[src/rtl/dsp48a1_pkg.sv]
// Shared constants for the DSP48A1 post-adder/accumulator stage:
// datapath width, OPMODE bit positions and X/Z operand select codes.
package dsp48a1_pkg;

  localparam int P_W = 48;

  localparam int OPM_POSTSUB = 7;
  localparam int OPM_X_HI    = 1;
  localparam int OPM_X_LO    = 0;
  localparam int OPM_Z_HI    = 3;
  localparam int OPM_Z_LO    = 2;

  typedef enum logic [1:0] {
    X_ZERO = 2'd0,
    X_M    = 2'd1,
    X_P    = 2'd2,
    X_DAB  = 2'd3
  } xsel_t;

  typedef enum logic [1:0] {
    Z_ZERO = 2'd0,
    Z_PCIN = 2'd1,
    Z_P    = 2'd2,
    Z_C    = 2'd3
  } zsel_t;

endpackage

[src/rtl/dsp_post_adder_acc_if.sv]
// Operand, control and result bundle of the post-adder stage.
// The slave side is the DSP stage; the master side feeds it operands.
interface dsp_post_adder_acc_if;
  import dsp48a1_pkg::*;

  logic           CEP;
  logic           CECARRYOUT;
  logic [7:0]     OPMODE;
  logic [35:0]    M;
  logic [17:0]    D;
  logic [17:0]    A;
  logic [17:0]    B;
  logic [P_W-1:0] C;
  logic [P_W-1:0] PCIN;
  logic           CIN;
  logic [P_W-1:0] P;
  logic [P_W-1:0] PCOUT;
  logic           CARRYOUT;
  logic           CARRYOUTF;

  modport master (
    output CEP, CECARRYOUT, OPMODE, M, D, A, B, C, PCIN, CIN,
    input  P, PCOUT, CARRYOUT, CARRYOUTF
  );

  modport slave (
    input  CEP, CECARRYOUT, OPMODE, M, D, A, B, C, PCIN, CIN,
    output P, PCOUT, CARRYOUT, CARRYOUTF
  );

endinterface

[src/rtl/dsp_postadd_core.sv]
// Combinational X/Z operand selection and 49-bit add/subtract.
// cout is the carry on add and the borrow on subtract.
module dsp_postadd_core
  import dsp48a1_pkg::*;
(
  input  logic [7:0]     opmode,
  input  logic [35:0]    m,
  input  logic [11:0]    d_lo,
  input  logic [17:0]    a,
  input  logic [17:0]    b,
  input  logic [P_W-1:0] c,
  input  logic [P_W-1:0] pcin,
  input  logic           cin,
  input  logic [P_W-1:0] p_fb,
  output logic [P_W-1:0] post,
  output logic           cout
);

  logic [P_W-1:0] x_op;
  logic [P_W-1:0] z_op;
  logic [P_W:0]   sum;
  xsel_t          xsel;
  zsel_t          zsel;

  assign xsel = xsel_t'(opmode[OPM_X_HI:OPM_X_LO]);
  assign zsel = zsel_t'(opmode[OPM_Z_HI:OPM_Z_LO]);

  always_comb begin
    x_op = '0;
    case (xsel)
      X_ZERO:  x_op = '0;
      X_M:     x_op = {12'b0, m};
      X_P:     x_op = p_fb;
      X_DAB:   x_op = {d_lo, a, b};
      default: x_op = '0;
    endcase
  end

  always_comb begin
    z_op = '0;
    case (zsel)
      Z_ZERO:  z_op = '0;
      Z_PCIN:  z_op = pcin;
      Z_P:     z_op = p_fb;
      Z_C:     z_op = c;
      default: z_op = '0;
    endcase
  end

  // Carry-in joins the X side so subtract computes Z - (X + CIN).
  always_comb begin
    if (opmode[OPM_POSTSUB])
      sum = {1'b0, z_op} - ({1'b0, x_op} + {{P_W{1'b0}}, cin});
    else
      sum = {1'b0, z_op} + {1'b0, x_op} + {{P_W{1'b0}}, cin};
  end

  assign post = sum[P_W-1:0];
  assign cout = sum[P_W];

endmodule

[src/rtl/dsp_post_adder_acc.sv]
// DSP48A1 post-adder/accumulator: P and carry-out registers with async
// reset, optional register bypass, and P feedback for multiply-accumulate.
module dsp_post_adder_acc
  import dsp48a1_pkg::*;
#(
  parameter int PREG        = 1,
  parameter int CARRYOUTREG = 1,
  parameter int P_WIDTH     = 48
) (
  input logic                clk,
  input logic                rst,
  dsp_post_adder_acc_if.slave bus
);

  logic [P_WIDTH-1:0] p_q;
  logic               co_q;
  logic [P_W-1:0]     post;
  logic               cout;
  logic               unused_bits;

  assign unused_bits = ^{bus.OPMODE[6:4], bus.D[17:12]};

  // Feedback always comes from p_q, so PREG=0 has no combinational loop.
  dsp_postadd_core u_core (
    .opmode (bus.OPMODE),
    .m      (bus.M),
    .d_lo   (bus.D[11:0]),
    .a      (bus.A),
    .b      (bus.B),
    .c      (bus.C),
    .pcin   (bus.PCIN),
    .cin    (bus.CIN),
    .p_fb   (p_q),
    .post   (post),
    .cout   (cout)
  );

  always_ff @(posedge clk or posedge rst) begin
    if (rst) begin
      p_q  <= '0;
      co_q <= 1'b0;
    end else begin
      if (bus.CEP)
        p_q <= post;
      if (bus.CECARRYOUT)
        co_q <= cout;
    end
  end

  generate
    if (PREG != 0) begin : g_preg
      assign bus.P = p_q;
    end else begin : g_pcomb
      assign bus.P = post;
    end

    if (CARRYOUTREG != 0) begin : g_coreg
      assign bus.CARRYOUT = co_q;
    end else begin : g_cocomb
      assign bus.CARRYOUT = cout;
    end
  endgenerate

  assign bus.PCOUT     = bus.P;
  assign bus.CARRYOUTF = bus.CARRYOUT;

endmodule

[src/flat_wrapper.sv]
// flat-port wrapper written by rule: the top's interface ports become plain ports
module dsp_post_adder_acc_flat import dsp48a1_pkg::*;
#(
  parameter int PREG        = 1,
  parameter int CARRYOUTREG = 1,
  parameter int P_WIDTH     = 48
)
  (clk, rst, bus_CEP, bus_CECARRYOUT, bus_OPMODE, bus_M, bus_D, bus_A, bus_B, bus_C, bus_PCIN, bus_CIN, bus_P, bus_PCOUT, bus_CARRYOUT, bus_CARRYOUTF);
  dsp_post_adder_acc_if bus_i ();
  input logic clk;
  input logic rst;
  input wire logic [$bits(bus_i.CEP)-1:0] bus_CEP;
  input wire logic [$bits(bus_i.CECARRYOUT)-1:0] bus_CECARRYOUT;
  input wire logic [$bits(bus_i.OPMODE)-1:0] bus_OPMODE;
  input wire logic [$bits(bus_i.M)-1:0] bus_M;
  input wire logic [$bits(bus_i.D)-1:0] bus_D;
  input wire logic [$bits(bus_i.A)-1:0] bus_A;
  input wire logic [$bits(bus_i.B)-1:0] bus_B;
  input wire logic [$bits(bus_i.C)-1:0] bus_C;
  input wire logic [$bits(bus_i.PCIN)-1:0] bus_PCIN;
  input wire logic [$bits(bus_i.CIN)-1:0] bus_CIN;
  output wire logic [$bits(bus_i.P)-1:0] bus_P;
  output wire logic [$bits(bus_i.PCOUT)-1:0] bus_PCOUT;
  output wire logic [$bits(bus_i.CARRYOUT)-1:0] bus_CARRYOUT;
  output wire logic [$bits(bus_i.CARRYOUTF)-1:0] bus_CARRYOUTF;
  assign bus_i.CEP = bus_CEP;
  assign bus_i.CECARRYOUT = bus_CECARRYOUT;
  assign bus_i.OPMODE = bus_OPMODE;
  assign bus_i.M = bus_M;
  assign bus_i.D = bus_D;
  assign bus_i.A = bus_A;
  assign bus_i.B = bus_B;
  assign bus_i.C = bus_C;
  assign bus_i.PCIN = bus_PCIN;
  assign bus_i.CIN = bus_CIN;
  assign bus_P = bus_i.P;
  assign bus_PCOUT = bus_i.PCOUT;
  assign bus_CARRYOUT = bus_i.CARRYOUT;
  assign bus_CARRYOUTF = bus_i.CARRYOUTF;
  dsp_post_adder_acc #(.PREG(PREG), .CARRYOUTREG(CARRYOUTREG), .P_WIDTH(P_WIDTH)) u_core (.clk(clk), .rst(rst), .bus(bus_i));
endmodule
[config.mk]
export PLATFORM = sky130hd
export DESIGN_NAME = dsp_post_adder_acc_flat
export DESIGN_NICKNAME = d
export VERILOG_FILES = /design/src/rtl/dsp48a1_pkg.sv /design/src/rtl/dsp_post_adder_acc_if.sv /design/src/rtl/dsp_postadd_core.sv /design/src/rtl/dsp_post_adder_acc.sv /design/src/flat_wrapper.sv
export SDC_FILE = /design/constraint.sdc
export NUM_CORES = 1
export LEC_CHECK = 0
export ABC_AREA = 0
export CORE_ASPECT_RATIO = 0.8
export CORE_MARGIN = 10
export CORE_UTILIZATION = 40
export DETAILED_ROUTE_END_ITERATION = 12
export PLACE_DENSITY_LB_ADDON = 0.12
export SLEW_MARGIN = 40
export SYNTH_ARGS = -nofsm -noshare
export SYNTH_HDL_FRONTEND = slang
export SYNTH_SLANG_ARGS = --single-unit
[constraint.sdc]
create_clock -name clk -period 5.4 [get_ports clk]
set_input_delay 1.62 -clock clk [delete_from_list [all_inputs] [get_ports clk]]
set_output_delay 1.62 -clock clk [all_outputs]
set_load 0.01 [all_outputs]
==> results.json, run 1 <==
{
  "status": "completed",
  "totalPowerFinal_uw": 7080,
  "yosys.area.top_type_share_pct": 16.0,
  "clock_power_share_pct": 5.9,
  "pre_cts_slack_ns": -0.659,
  "power_frac_comb_pct": 82.4,
  "drt_wl_total_mm": 47.3,
  "die_area_mm2": 0.0341,
  "htree_levels": 2,
  "placementRows": 53,
  "worst_slew_pin_slew_ns": 0.832,
  "grt_pass1_vias": 12395,
  "synth_edf_count": 0,
  "wl_per_cell_um": 20.9,
  "yosysWarnings": 0,
  "finalHoldViolCount": 0,
  "die_y_um": 167,
  "cts_inserted_buffers": 5,
  "slew-limit-headroom_pct": 44.5,
  "ys.flop_type": "dfrtp_1",
  "hp-class": "reg2reg",
  "arrival_ns": 5.53,
  "dpl.hpwl_mm": 36.8,
  "cp_max_fo": 4,
  "antenna_found_initial": 0,
  "fin_crit_sh_pct": 98.5,
  "power.net_switching_uw": 3330,
  "nets": 2244,
  "synth.distinct_cells": 79,
  "diodes": 0,
  "layout-drive-gt1-share_pct": 26.1,
  "maxCapViolCount": 0,
  "clkTransAtPathRegs_ns": 0.08,
  "cpLargestDelayFamily": "compound AO/OA/AOI/OAI gates",
  "drc": 0,
  "grt_util_met3_pct": 4.57,
  "cts_sinks": 49,
  "cp-end-kind": "register",
  "syn_to_final_growth_pct": 53.4,
  "tritoncts": "built",
  "clk_latency_ns": 0.32,
  "die_w_um": 204,
  "cp.required_ns": 5.61,
  "vias": 12514,
  "finalHoldWorstSlack_ns": 0.593,
  "synth.area.top_cells": "ha_1 (16%), dfrtp_1 (11%), mux2_2 (8.8%), a21oi_1 (6.4%), inv_1 (5.2%)",
  "syn_inst": 1425,
  "total_leakage_power_uw": 0.00773,
  "viasPerCell": 5.54,
  "grt_max_degree": 60,
  "ant_nets": 0,
  "synth_seq_cells": 49,
  "netlist_area_mm2": 0.0108,
  "worst_slack_ns": 0.0814,
  "synthesis.nets": 1767,
  "cts_root_buf": "clkbuf_16",
  "top_usage_layer": "met2",
  "yosysTopAreaCell": "ha_1",
  "met1_usage_pct": 33.5,
  "start_util_pct": 41.0,
  "setup_violations": 0,
  "grt_util_all_layers_pct": 25.2,
  "path_buf_inv": 5,
  "fmax_mhz": 188,
  "netlist_top_cells_count": "inv_1 (150), ha_1 (139), a21oi_1 (138)",
  "async_flop_share_pct": 100,
  "dr.first_iter.drc_count": 857,
  "ioPinCount": 297,
  "max-vdd-ir-drop_mv": 0.235,
  "avgSynthCellArea_um2": 7.60,
  "first_pass_iters": 5,
  "netSwitchingFraction_pct": 47.0,
  "clock_path_buffers": 2,
  "holdBufCountCts": 0,
  "crit_chain": "clkdlybuf4s50_1, mux2_2, a22o_1, ha_1, inv_1, buf_4, nand4_1, buf_4, o221ai_1, o21ai_1, a211oi_2, buf_4, or3_1, o221ai_2, o211ai_1, xnor2_1, o21a_1, a22o_1",
  "fillers": 2378,
  "ys_seq_area_share_pct": 11.3,
  "p_int_uw": 3750,
  "path_common_cell": "buf_4",
  "rsz0062_at_grt": "yes",
  "max_stage_delay_ns": 0.45,
  "p_per_area_mw_per_mm2": 426,
  "worst-setup-path-type": "in2reg",
  "port_buffers": 287,
  "start_kind": "primary input",
  "grt_pass1_wl_mm": 69.6,
  "synth_most_common_cell": "inv_1",
  "grt_overflow": 0,
  "place_congestion": 0.971,
  "cp_slowest_cell": "clkdlybuf4s50_1",
  "finClkSkew_ns": 0.0148,
  "grt_use_met2_pct": 41.7,
  "final-max-slew-violation-count": 0,
  "core-area_mm2": 0.0265,
  "min_period_ns": 5.32,
  "seq_power_share_pct": 11.7
}
-- path summary, 6_finish.rpt --
path                            slack, ns              from  depth (start not counted)                  end
worst max-delay path                 0.08          bus_M[9]                         18     u_core.bus.P[47]
worst min-delay path                 0.59  u_core.bus.P[22]                          2     u_core.bus.P[22]
worst max register to register       1.56   u_core.bus.P[0]                         15  u_core.bus.CARRYOUT
worst min register to register       0.59  u_core.bus.P[22]                          2     u_core.bus.P[22]
max in group asynchronous            2.81               rst                          3     u_core.bus.P[44]
min in group asynchronous            1.70               rst                          2  u_core.bus.CARRYOUT
-- stage by stage --
stage | TNS [ns] | cell area [µm²] | util, % | instances
after floorplan | -0.0297 | 10900 | - | 1425
after global placement | -7.96 | 15700 | 59.3 | 2233
after detailed placement | -7.97 | 15700 | 59.3 | 2233
after CTS | 0 | 16000 | 60.6 | 2244
after global routing | -0.122 | 16600 | 62.8 | 2260
final | 0 | 16600 | 62.8 | 2260
-- worst reg2reg max path: stages (launching register included) --
cell       delay, ns
dfrtp_1         0.44
a22oi_2         0.13
fa_2            0.42
fa_2            0.36
nand2b_4        0.16
a21oi_4         0.20
o2111ai_4       0.15
nand3_2         0.12
nand2_2         0.08
o41ai_4         0.33
buf_6           0.18
a31oi_4         0.12
o41ai_2         0.39
buf_4           0.22
a41oi_1         0.15
a311oi_1        0.28
-- final cells by class --
class / instances / area [µm²] / area share [%]
tap: 357 / 447 / 2.69
clock inverter: 2 / 37.5 / 0.226
clock buffer: 6 / 139 / 0.836
inverter: 150 / 563 / 3.39
sequential: 49 / 1230 / 7.38
multi-input combinational: 1108 / 8910 / 53.6
timing repair buffer: 588 / 5300 / 31.9
-- per-layer routing --
layer  share of wire [%]  wire length, µm  vias up
met5                   0                0        -
met4                 1.9              908        0
met3                 8.8             4140       54
met2                  45            21300      511
met1                  44            20900     5961
li1                    -                -     5988
-- registers in the layout, summed over array words and instances (netlist names) --
register             count
u_core.bus.P            48
u_core.bus.CARRYOUT      1
-- timing repair --
item	in CTS	in global routing
cloned	1	5
pin swaps	5	32
endpoints found under the setup margin	14	14
hold endpoints to repair	0	0
resized for setup	26	77
buffers inserted	2	11
-- kinds of logic (layout without fill, tap and decap cells) --
kind of cell | after synthesis | in the layout | share of synthesized area (%)
compound gates | 466 | 466 | 30.1
buf+inv | 268 | 746 | 11.0
xor+xnor | 86 | 86 | 6.95
simple gates | 310 | 310 | 13.3
flops | 49 | 49 | 11.3
mux | 103 | 103 | 10.5
fa+ha+maj | 143 | 143 | 16.8
-- layout by cell type, fill, tap and decap left out, types with 5 or more instances in the layout --
cell / n
o21bai_1: 23
dfrtp_1: 49
ha_1: 129
nand4_1: 11
o21ai_2: 5
o21ai_1: 18
buf_4: 287
inv_1: 148
o21ai_0: 44
o211ai_1: 10
xnor2_1: 61
clkbuf_16: 9
and3_1: 7
a22oi_1: 17
a22o_1: 60
nor2_1: 113
clkdlybuf4s50_1: 279
o21a_1: 6
o31ai_1: 5
ha_4: 6
mux2_2: 82
mux2i_1: 17
xor2_1: 25
a22oi_2: 10
nand2b_1: 14
nand3_1: 18
nor2b_1: 19
o221ai_1: 5
a21o_1: 41
nand2_1: 74
a21oi_2: 10
nor3_1: 11
a31oi_1: 9
a21oi_1: 129
-- power groups by stage --
stage / Clock (µW) / Sequential [µW] / Combinational (µW)
finish: 420 / 829 / 5840
detailed placement: 0 / 827 / 5480
global placement: 0 / 824 / 5450
floorplan: 0 / 807 / 3130
CTS: 422 / 824 / 5590
global route: 434 / 861 / 6320
(Power assumes the default switching activity.)
==> run 2: changes to the inputs <==
--- a/config.mk
+++ b/config.mk
@@ -6,7 +6,7 @@
 export NUM_CORES = 1
 export LEC_CHECK = 0
 export ABC_AREA = 0
-export CORE_ASPECT_RATIO = 0.8
+export CORE_ASPECT_RATIO = 1.25
 export CORE_MARGIN = 10
 export CORE_UTILIZATION = 40
 export DETAILED_ROUTE_END_ITERATION = 12
@@ -14,4 +14,5 @@
 export SLEW_MARGIN = 40
 export SYNTH_ARGS = -nofsm -noshare
 export SYNTH_HDL_FRONTEND = slang
+export SYNTH_HIERARCHICAL = 1
 export SYNTH_SLANG_ARGS = --single-unit
==> run 2 against run 1 <==
Effect of this change: the run now ends with negative setup slack left; sequential share of layout area down 0.32 points; setup slack worse by 0.10 ns; core utilization up 0.41 points; non-clock buffer count up 29; critical endpoint is now u_core/bus.CARRYOUT; highest routed layer unchanged; sequential power up 6.2%; power up 9.6%; largest cell class unchanged.
==> results.json, run 2 <==
{
  "port_buffers": 287,
  "netlist_area_mm2": 0.0111,
  "ys.flop_type": "dfrtp_1",
  "layout_commonest_cell": "buf_4",
  "avgSynthCellArea_um2": 7.90,
  "cp-end-kind": "register",
  "die_w_um": 169,
  "grt_pass1_vias": 12587,
  "total_leakage_power_uw": 0.00803,
  "cts_root_buf": "clkbuf_16",
  "ys_seq_area_share_pct": 11.1,
  "grt_util_met3_pct": 5.00,
  "dr.first_iter.drc_count": 791,
  "syn_to_final_growth_pct": 56.6,
  "synth.distinct_cells": 78,
  "clock_path_buffers": 2,
  "rrSetupSlack_ns": 1.29,
  "ant_nets": 0,
  "top_usage_layer": "met2",
  "viasPerCell": 5.44,
  "finClkSkew_ns": 0.00821,
  "grt_pass1_wl_mm": 69.4,
  "setup_violations": 2,
  "synth_seq_cells": 49,
  "final_area_mm2": 0.0174,
  "fin_crit_sh_pct": 100,
  "r2r_end": "u_core/bus.P[44]",
  "drc": 0,
  "cp.required_ns": 5.62,
  "min_to": "u_core/bus.P[2]",
  "start_kind": "primary input",
  "htree_levels": 2,
  "vias": 12317,
  "die_area_mm2": 0.0348,
  "met1_usage_pct": 29.2,
  "antenna_found_initial": 0,
  "largest_reg_flops": 48,
  "syn_inst": 1405,
  "die_y_um": 206,
  "clkTransAtPathRegs_ns": 0.08,
  "layout_common_cells": "buf_4 (307), clkdlybuf4s50_1 (273), inv_1 (130)",
  "cp_max_fo": 3,
  "totalPowerFinal_uw": 7760,
  "violations": "negative setup slack",
  "synth_edf_count": 0,
  "holdBufCountCts": 0,
  "arrival_ns": 5.64,
  "yosysWarnings": 6,
  "rsz0062_at_grt": "yes",
  "synthesis.nets": 1747,
  "yosysTopAreaCell": "ha_1",
  "holdPathStages": 1,
  "min_period_ns": 5.42,
  "nets": 2257,
  "min_from": "u_core/bus.P[2]",
  "core-area_mm2": 0.0275,
  "drt_wl_total_mm": 46.3,
  "final-max-slew-violation-count": 0,
  "yosys.area.top_type_share_pct": 15.7,
  "cts_sinks": 49,
  "utilization_pct": 63.2,
  "netlist_top_cells_count": "ha_1 (139), inv_1 (136), a21oi_1 (117)",
  "p_per_area_mw_per_mm2": 447,
  "grt_use_met2_pct": 44.7,
  "layout-drive-gt1-share_pct": 31.2,
  "clk_latency_ns": 0.32,
  "worst_slack_ns": -0.0234,
  "async_flop_share_pct": 100,
  "place_congestion": 0.972,
  "tritoncts": "built",
  "status": "complete, but fails checks",
  "placed_area_mm2": 0.0161,
  "synth.area.top_cells": "ha_1 (16%), mux2_2 (11%), dfrtp_1 (11%), a21oi_1 (5.3%), xnor2_1 (5.0%)",
  "grt_max_degree": 52,
  "fin_cells": 2266,
  "ioPinCount": 297,
  "worst_slew_pin_slew_ns": 0.727,
  "grt_overflow": 0,
  "placementRows": 68,
  "worst-setup-path-type": "in2reg",
  "synth_most_common_cell": "ha_1",
  "wl_per_cell_um": 20.5,
  "tns_ns": -0.0416,
  "first_pass_iters": 5,
  "start_util_pct": 40.4,
  "finalHoldViolCount": 0,
  "fmax_mhz": 184,
  "dpl.hpwl_mm": 37.4,
  "r2r_cells": 17,
  "diodes": 0,
  "slew-limit-headroom_pct": 51.5,
  "hp-class": "reg2reg",
  "r2r_start": "u_core/bus.P[0]",
  "cts_inserted_buffers": 5,
  "placed_cells_incl_taps": 2234,
  "max-vdd-ir-drop_mv": 0.290,
  "grt_util_all_layers_pct": 25.0,
  "maxCapViolCount": 0
}
==> run 2: cell count changes after synthesis, moves of 6 or more <==
| cell | delta |
|---|---|
| mux2_2 | +28 |
| nor2_1 | -24 |
| a21oi_1 | -21 |
| mux2_4 | +20 |
| clkbuf_1 | -14 |
| inv_1 | -14 |
| o21ai_1 | -13 |
| nand4_1 | +9 |
| o21ai_0 | +8 |
| nor3_1 | +7 |
| mux2i_1 | +6 |
| o21bai_1 | -6 |
==> run 2: kinds of logic (layout without fill, tap and decap cells) <==
group / count (synthesis) / in the layout / synth area share [%]
muxes: 157 / 157 / 16.4
xor gates and xnor gates: 83 / 83 / 6.55
DFF: 49 / 49 / 11.1
adders and majority gates: 143 / 143 / 16.4
and+or+nand+nor: 303 / 303 / 13.0
AOI/OAI and AO/OA: 418 / 418 / 26.1
buffers and inverters: 252 / 763 / 10.5
==> run 2: area by class of cell <==
cell class	instances	area, µm²
Fill cell	2496	10100
Multi-Input combinational cell	1104	9450
Inverter	138	518
Clock inverter	2	37.5
Tap cell	350	438
Timing Repair Buffer	617	5570
Sequential cell	49	1230
Clock buffer	6	139
==> run 2: how the worst max path moves through the flow <==
stage / cells past startpoint / end / start
final: 18 / u_core/bus.CARRYOUT / bus_B[7]
after global routing: 19 / u_core/bus.P[44] / bus_OPMODE[3]
after CTS: 18 / u_core/bus.CARRYOUT / bus_PCIN[6]
after detailed placement: 18 / u_core/bus.P[36] / bus_B[0]
after global placement: 18 / u_core/bus.P[36] / bus_B[0]
after floorplan: 18 / u_core/bus.P[25] / bus_OPMODE[3]
==> run 2: worst max-delay path, stage by stage <==
cell	delay, ns
clkdlybuf4s50_1	0.42
mux2_2	0.29
a22o_1	0.23
ha_4	0.30
nor2b_2	0.06
buf_4	0.15
nor4_4	0.22
a21oi_4	0.14
buf_6	0.14
a311o_1	0.34
a221o_1	0.41
a21oi_4	0.25
o41ai_4	0.13
buf_4	0.15
a311o_1	0.29
a31oi_1	0.15
mux2i_1	0.10
mux2_4	0.26
==> run 2: routing by layer <==
layer	part of all wire, %	vias to the layer above
met3	6.4	65
met5	0	-
met4	2.6	0
li1	-	6002
met1	41	5840
met2	50	410
==> run 2: metrics by stage <==
step,setup WS (ns),hold WS (ns)
after CTS,0.000306,0.603
final,-0.0234,0.599
after floorplan,-0.0507,0.573
after detailed placement,-0.744,0.583
after global routing,-0.0726,0.626
after global placement,-0.723,0.573
==> run 2: power breakdown <==
| part | leakage, µW | internal, µW | switching [µW] |
|---|---|---|---|
| Combinational | 0.00736 | 3450 | 3010 |
| Sequential | 0.000578 | 555 | 325 |
| Clock | 0.0000831 | 233 | 190 |
==> run 2: repair_timing <==
action	CTS	global route
buffers inserted	8	14
gates cloned	1	1
pin swaps	33	44
gates resized for setup	76	100
endpoints found under the setup margin	26	25
==> run 3: changes to the inputs <==
--- a/config.mk
+++ b/config.mk
@@ -11,7 +11,6 @@
 export CORE_UTILIZATION = 40
 export DETAILED_ROUTE_END_ITERATION = 12
 export PLACE_DENSITY_LB_ADDON = 0.12
-export SLEW_MARGIN = 40
 export SYNTH_ARGS = -nofsm -noshare
 export SYNTH_HDL_FRONTEND = slang
 export SYNTH_HIERARCHICAL = 1
==> run 3 against run 2 <==
Effect of this change: cell count hardly changed; sequential power hardly changed; register-to-register slack better by 0.14 ns; fmax is 1.1% higher; core utilization hardly changed; critical path depth stayed put; power is 0.59% lower; routed wire length is 0.42% higher; die area stayed put; the run now ends clean; hold slack worse by 0.0016 ns.
==> results.json, run 3 (synthesis gave the netlist of run 2 again) <==
{
  "status": "completed",
  "seq_power_share_pct": 11.4,
  "finalHoldViolCount": 0,
  "final-max-slew-violation-count": 0,
  "start_kind": "primary input",
  "power.net_switching_uw": 3530,
  "clkTransAtPathRegs_ns": 0.07,
  "clock_power_share_pct": 4.5,
  "tritoncts": "built",
  "antenna_found_initial": 0,
  "path_common_cell": "buf_12",
  "syn_to_final_growth_pct": 56.7,
  "crit_path_start": "bus_OPMODE[1]",
  "setup_violations": 0,
  "start_util_pct": 40.4,
  "crit_chain": "buf_12, buf_12, buf_12, mux2_4, a22o_4, ha_4, and4bb_2, buf_6, nand4_1, o41ai_2, a311o_1, a221o_1, a21oi_4, o41ai_4, a311o_1, a31oi_1, mux2i_1, mux2_4",
  "nets": 2261,
  "cts_sinks": 49,
  "worst_slew_pin_slew_ns": 0.994,
  "cp_max_fo": 6,
  "drt_wl_total_mm": 46.5,
  "vias": 12375,
  "fin_crit_sh_pct": 99.4,
  "path_buf_inv": 4,
  "rsz0062_at_grt": "yes",
  "htree_levels": 2,
  "ant_nets": 0,
  "die_area_mm2": 0.0348,
  "first_pass_iters": 5,
  "drc": 0,
  "dr.first_iter.drc_count": 718,
  "min_period_ns": 5.37,
  "grt_pass1_wl_mm": 70.2,
  "wl_per_cell_um": 20.5,
  "layout_commonest_cell": "buf_4",
  "viasPerCell": 5.46,
  "maxCapViolCount": 0,
  "cts_inserted_buffers": 5,
  "max-vdd-ir-drop_mv": 0.253,
  "rrSetupSlack_ns": 1.43,
  "tns_ns": 0,
  "diodes": 0,
  "cp-end-kind": "register",
  "placementRows": 68,
  "cpLargestDelayFamily": "compound AO/OA/AOI/OAI gates",
  "fmax_mhz": 186,
  "max_stage_delay_ns": 0.41,
  "die_w_um": 169,
  "cp_slowest_cell": "a311o_1",
  "cts_root_buf": "clkbuf_16",
  "grt_overflow": 0,
  "p_per_area_mw_per_mm2": 444,
  "r2r_start": "u_core/bus.P[0]",
  "port_buffers": 287,
  "grt_pass1_vias": 12729,
  "place_congestion": 0.972,
  "hp-class": "reg2reg",
  "largest_reg_flops": 48,
  "grt_util_all_layers_pct": 25.2,
  "layout-drive-gt1-share_pct": 31.4,
  "power_frac_comb_pct": 84.1,
  "clk_latency_ns": 0.32,
  "worst-setup-path-type": "in2reg",
  "netSwitchingFraction_pct": 45.7,
  "ioPinCount": 297,
  "dpl.hpwl_mm": 37.6,
  "finClkSkew_ns": 0.0109,
  "core-area_mm2": 0.0275,
  "finalHoldWorstSlack_ns": 0.597,
  "slew-limit-headroom_pct": 33.8,
  "layout_common_cells": "buf_4 (310), clkdlybuf4s50_1 (270), inv_1 (132)",
  "p_int_uw": 4190,
  "clock_path_buffers": 2,
  "min_from": "u_core/bus.CARRYOUT",
  "total_leakage_power_uw": 0.00807,
  "grt_max_degree": 52,
  "arrival_ns": 5.57,
  "cp.required_ns": 5.60,
  "die_y_um": 206
}
## run 3: changes by cell type in the layout (fill, tap and decap cells not counted), sizes merged
| cell | change |
|---|---|
| clkinv | +1 |
| clkbuf | -1 |
| dlymetal6s2s | +5 |
| clkdlybuf4s50 | -3 |
| dlygate4sd2 | -2 |
| buf | +5 |
| bufinv | -1 |
| clkinvlp | -1 |
| bufbuf | -1 |
## run 3: repair_timing
item,CTS,global route
resized for setup,81,102
endpoints found under the setup margin,26,25
pin swaps,39,60
hold buffers,0,0
setup buffers,11,17
gates cloned,1,1
## run 3: area by class of cell
| type | count | area, µm² |
|---|---|---|
| clock inverter | 1 | 5.00 |
| clock buffer | 5 | 125 |
| fill | 2468 | 10100 |
| sequential | 49 | 1230 |
| tap | 350 | 438 |
| multi-input combinational | 1104 | 9470 |
| timing repair buffer | 621 | 5600 |
| inverter | 138 | 518 |
## run 3: power by group through the flow
stage | registers, µW | logic, µW | clock network (µW)
5_1_grt | 916 | 7050 | 369
3_3_place_gp | 870 | 5940 | 0
2_1_floorplan | 844 | 3370 | 0
3_5_place_dp | 874 | 5990 | 0
4_1_cts | 873 | 6180 | 360
6_report | 881 | 6490 | 344
## run 3: layer usage
metal / track usage, % / part of all wire [%] / vias to the layer above
li1: - / - / 6008
met1: 30.0 / 41 / 5897
met2: 46.0 / 51 / 412
met3: 3.88 / 6.0 / 58
met4: 6.29 / 2.5 / 0
met5: 0 / 0 / -
## run 3: final timing paths
check | to | depth (start not counted)
max | u_core/bus.CARRYOUT | 18
min | u_core/bus.CARRYOUT | 1
max reg2reg | u_core/bus.P[46] | 16
min reg2reg | u_core/bus.CARRYOUT | 1
max in group asynchronous | u_core/bus.P[31] | 3
min in group asynchronous | u_core/bus.P[0] | 2
## run 3: stage by stage
step / power [µW] / instances / instance area, µm² / setup WS (ns) / util, %
floorplan: 4220 / 1405 / 11100 / -0.0507 / -
global placement: 6810 / 2234 / 16100 / -0.723 / 58.5
detailed placement: 6860 / 2234 / 16100 / -0.748 / 58.5
CTS: 7410 / 2251 / 16700 / 0.0155 / 60.8
global route: 8330 / 2268 / 17400 / -0.0619 / 63.2
finish: 7720 / 2268 / 17400 / 0.0332 / 63.2
==> variant (settings of run 3) <==
`OPM_Z_LO`: 2 -> 1.
--- a/src/rtl/dsp48a1_pkg.sv
+++ b/src/rtl/dsp48a1_pkg.sv
@@ -9,5 +9,5 @@
   localparam int OPM_X_LO    = 0;
   localparam int OPM_Z_HI    = 3;
-  localparam int OPM_Z_LO    = 2;
+  localparam int OPM_Z_LO    = 1;
 
   typedef enum logic [1:0] {
Function: changed (Yosys sat finds a counterexample within 4 cycles, from zero or initial values and one cycle with rst high).
==> variant against run 3 <==
- global-route usage down 1.8 points
- sequential share of layout area up 0.087 points
- setup slack worse by 0.023 ns
- synthesized cell count down 1.5%
- combinational power down 0.8%
- synthesized area down 0.17%
- total power down 0.50%
- sequential cell count unchanged
- critical path depth down 1
- cell area down 1.2%
- routed wire length down 6.9%
==> variant: results (changes against run 3) <==
----------------------------------------------------
[Synthesis]
  Number of instances in the synthesized netlist ... 1384 (-1.5%)
  Share of the synthesized area in compound gates (AO/OA/AOI/OAI) ... 0.266 (+0.00507)
  Number of distinct library cells after synthesis ... 85 (+9.0%)
  Leading post-synthesis cells by instance count ... sky130_fd_sc_hd__inv_1, sky130_fd_sc_hd__ha_1, sky130_fd_sc_hd__mux2_2, sky130_fd_sc_hd__a21oi_1, sky130_fd_sc_hd__nand2_1
  Fraction of synthesized area in multiplexers ... 0.167 (+0.00389)
  Cell types with the largest area share after synthesis ... sky130_fd_sc_hd__ha_1, sky130_fd_sc_hd__mux2_2, sky130_fd_sc_hd__dfrtp_1
  Adder and majority cell fraction of the synthesized area ... 0.164 (+0.000278)
  Xor/xnor share of the synthesized area ... 0.0648 (-0.000680)

[Global route]
  Wire length of the first global-routing pass ... 66200 um (-5.7%)
  Global Route Usage Sum ... 0.234 (-0.0181)
  Pin count of the biggest net entering global routing ... 87 (+67%)
  Antenna violations before repair ... 1 (+1)
  Vias in the first global route ... 12612 (-0.92%)

[Place]
  Dpl hpwl ... 35400 um (-5.6%)
  Number of placed instances with taps included ... 2200 (-1.5%)
  PortBufs ... 286 (-0.35%)
  Placed instance area ... 16100 um^2 (about the same)
  Pre-CTS setup slack ... -0.620 ns (+0.128 ns)

[Power]
  Static leakage power ... 7.86 nW (-2.7%)
  Total power of the final layout ... 7.68 mW (-0.50%)
  Share of power burned in the clock network ... 0.050 (+0.005)
  Power in sequential cells ... 0.856 mW (-2.8%)
  Internal power ... 4.18 mW (-0.27%)
  Peak supply drop ... 0.000204 V (-19%)

[Timing]
  Rel. slew slack ... 0.351 (+0.0137)
  Setup Skew ... 0.00811 ns (-0.00283 ns)

[Status]
  Result of the run ... finished, final reports clean

[Drt]
  Final wirelength ... 43300 um (-6.9%)
  Vias/cell ... 5.38 (-1.4%)
  Wire length per cell after detailed routing ... 19.4 um (-5.5%)
  First DRT Iteration DRCs ... 614 (-14%)

[Floorplan]
  Overall die width ... 169 um (about the same)

[Worst setup path]
  Critical Path Max Stage Delay ... 0.51 ns (+0.10 ns)
  Highest-delay cell along the critical path ... sky130_fd_sc_hd__or4b_4
  Worst r2r path cells ... 17 (+1)
  Max Fanout on Critical Path ... 3 (-3)

[Clock tree]
  H-tree Lvls ... 2 (unchanged)

----------------------------------------------------
[variant: changes by cell type after synthesis, sizes merged, moves of 5 or more]
cell,run 3,this run
nand4,20,13
xor2,20,31
inv,137,145
buf,69,63
nor2,90,65
a31oi,9,14
xnor2,63,51
o21ai,59,73
nand2b,11,16
nand3,19,13
a21oi,118,110
nor3,20,13
[variant: layout make-up]
type                       count  area (um^2)
tap                          350          438
sequential                    49         1230
fill                        2524        10300
timing repair buffer         600         5350
multi-input combinational   1081         9450
inverter                     145          544
clock buffer                   7          153
antenna                        1         2.50
clock inverter                 1         5.00
[variant: layer usage]
metal | vias to the layer above | wire length [um] | track usage | share of wire
met5 | - | 0 | 0 | 0
met4 | 0 | 780 | 0.0520 | 0.018
met3 | 37 | 1580 | 0.0308 | 0.037
met2 | 260 | 23800 | 0.457 | 0.55
met1 | 5806 | 17200 | 0.259 | 0.40
li1 | 5918 | - | - | -
[variant: final timing paths]
check / startpoint / end / slack (ns)
worst max-delay path: bus_B[9] / u_core/bus.P[46]$_DFFE_PP0P_ / 0.01
min in group asynchronous: rst / u_core/bus.P[47]$_DFFE_PP0P_ / 1.68
worst min register to register: u_core/bus.CARRYOUT$_DFFE_PP0P_ / u_core/bus.CARRYOUT$_DFFE_PP0P_ / 0.56
worst max register to register: u_core/bus.P[0]$_DFFE_PP0P_ / u_core/bus.P[46]$_DFFE_PP0P_ / 1.23
max in group asynchronous: rst / u_core/bus.P[22]$_DFFE_PP0P_ / 2.84
worst min-delay path: u_core/bus.CARRYOUT$_DFFE_PP0P_ / u_core/bus.CARRYOUT$_DFFE_PP0P_ / 0.56
[variant: repair_timing]
item                                    in CTS  in global routing
gates cloned                                 0                  1
gates resized for setup                     32                 99
pin swaps                                   23                 53
buffers inserted                             9                 19
endpoints found under the setup margin      19                 25
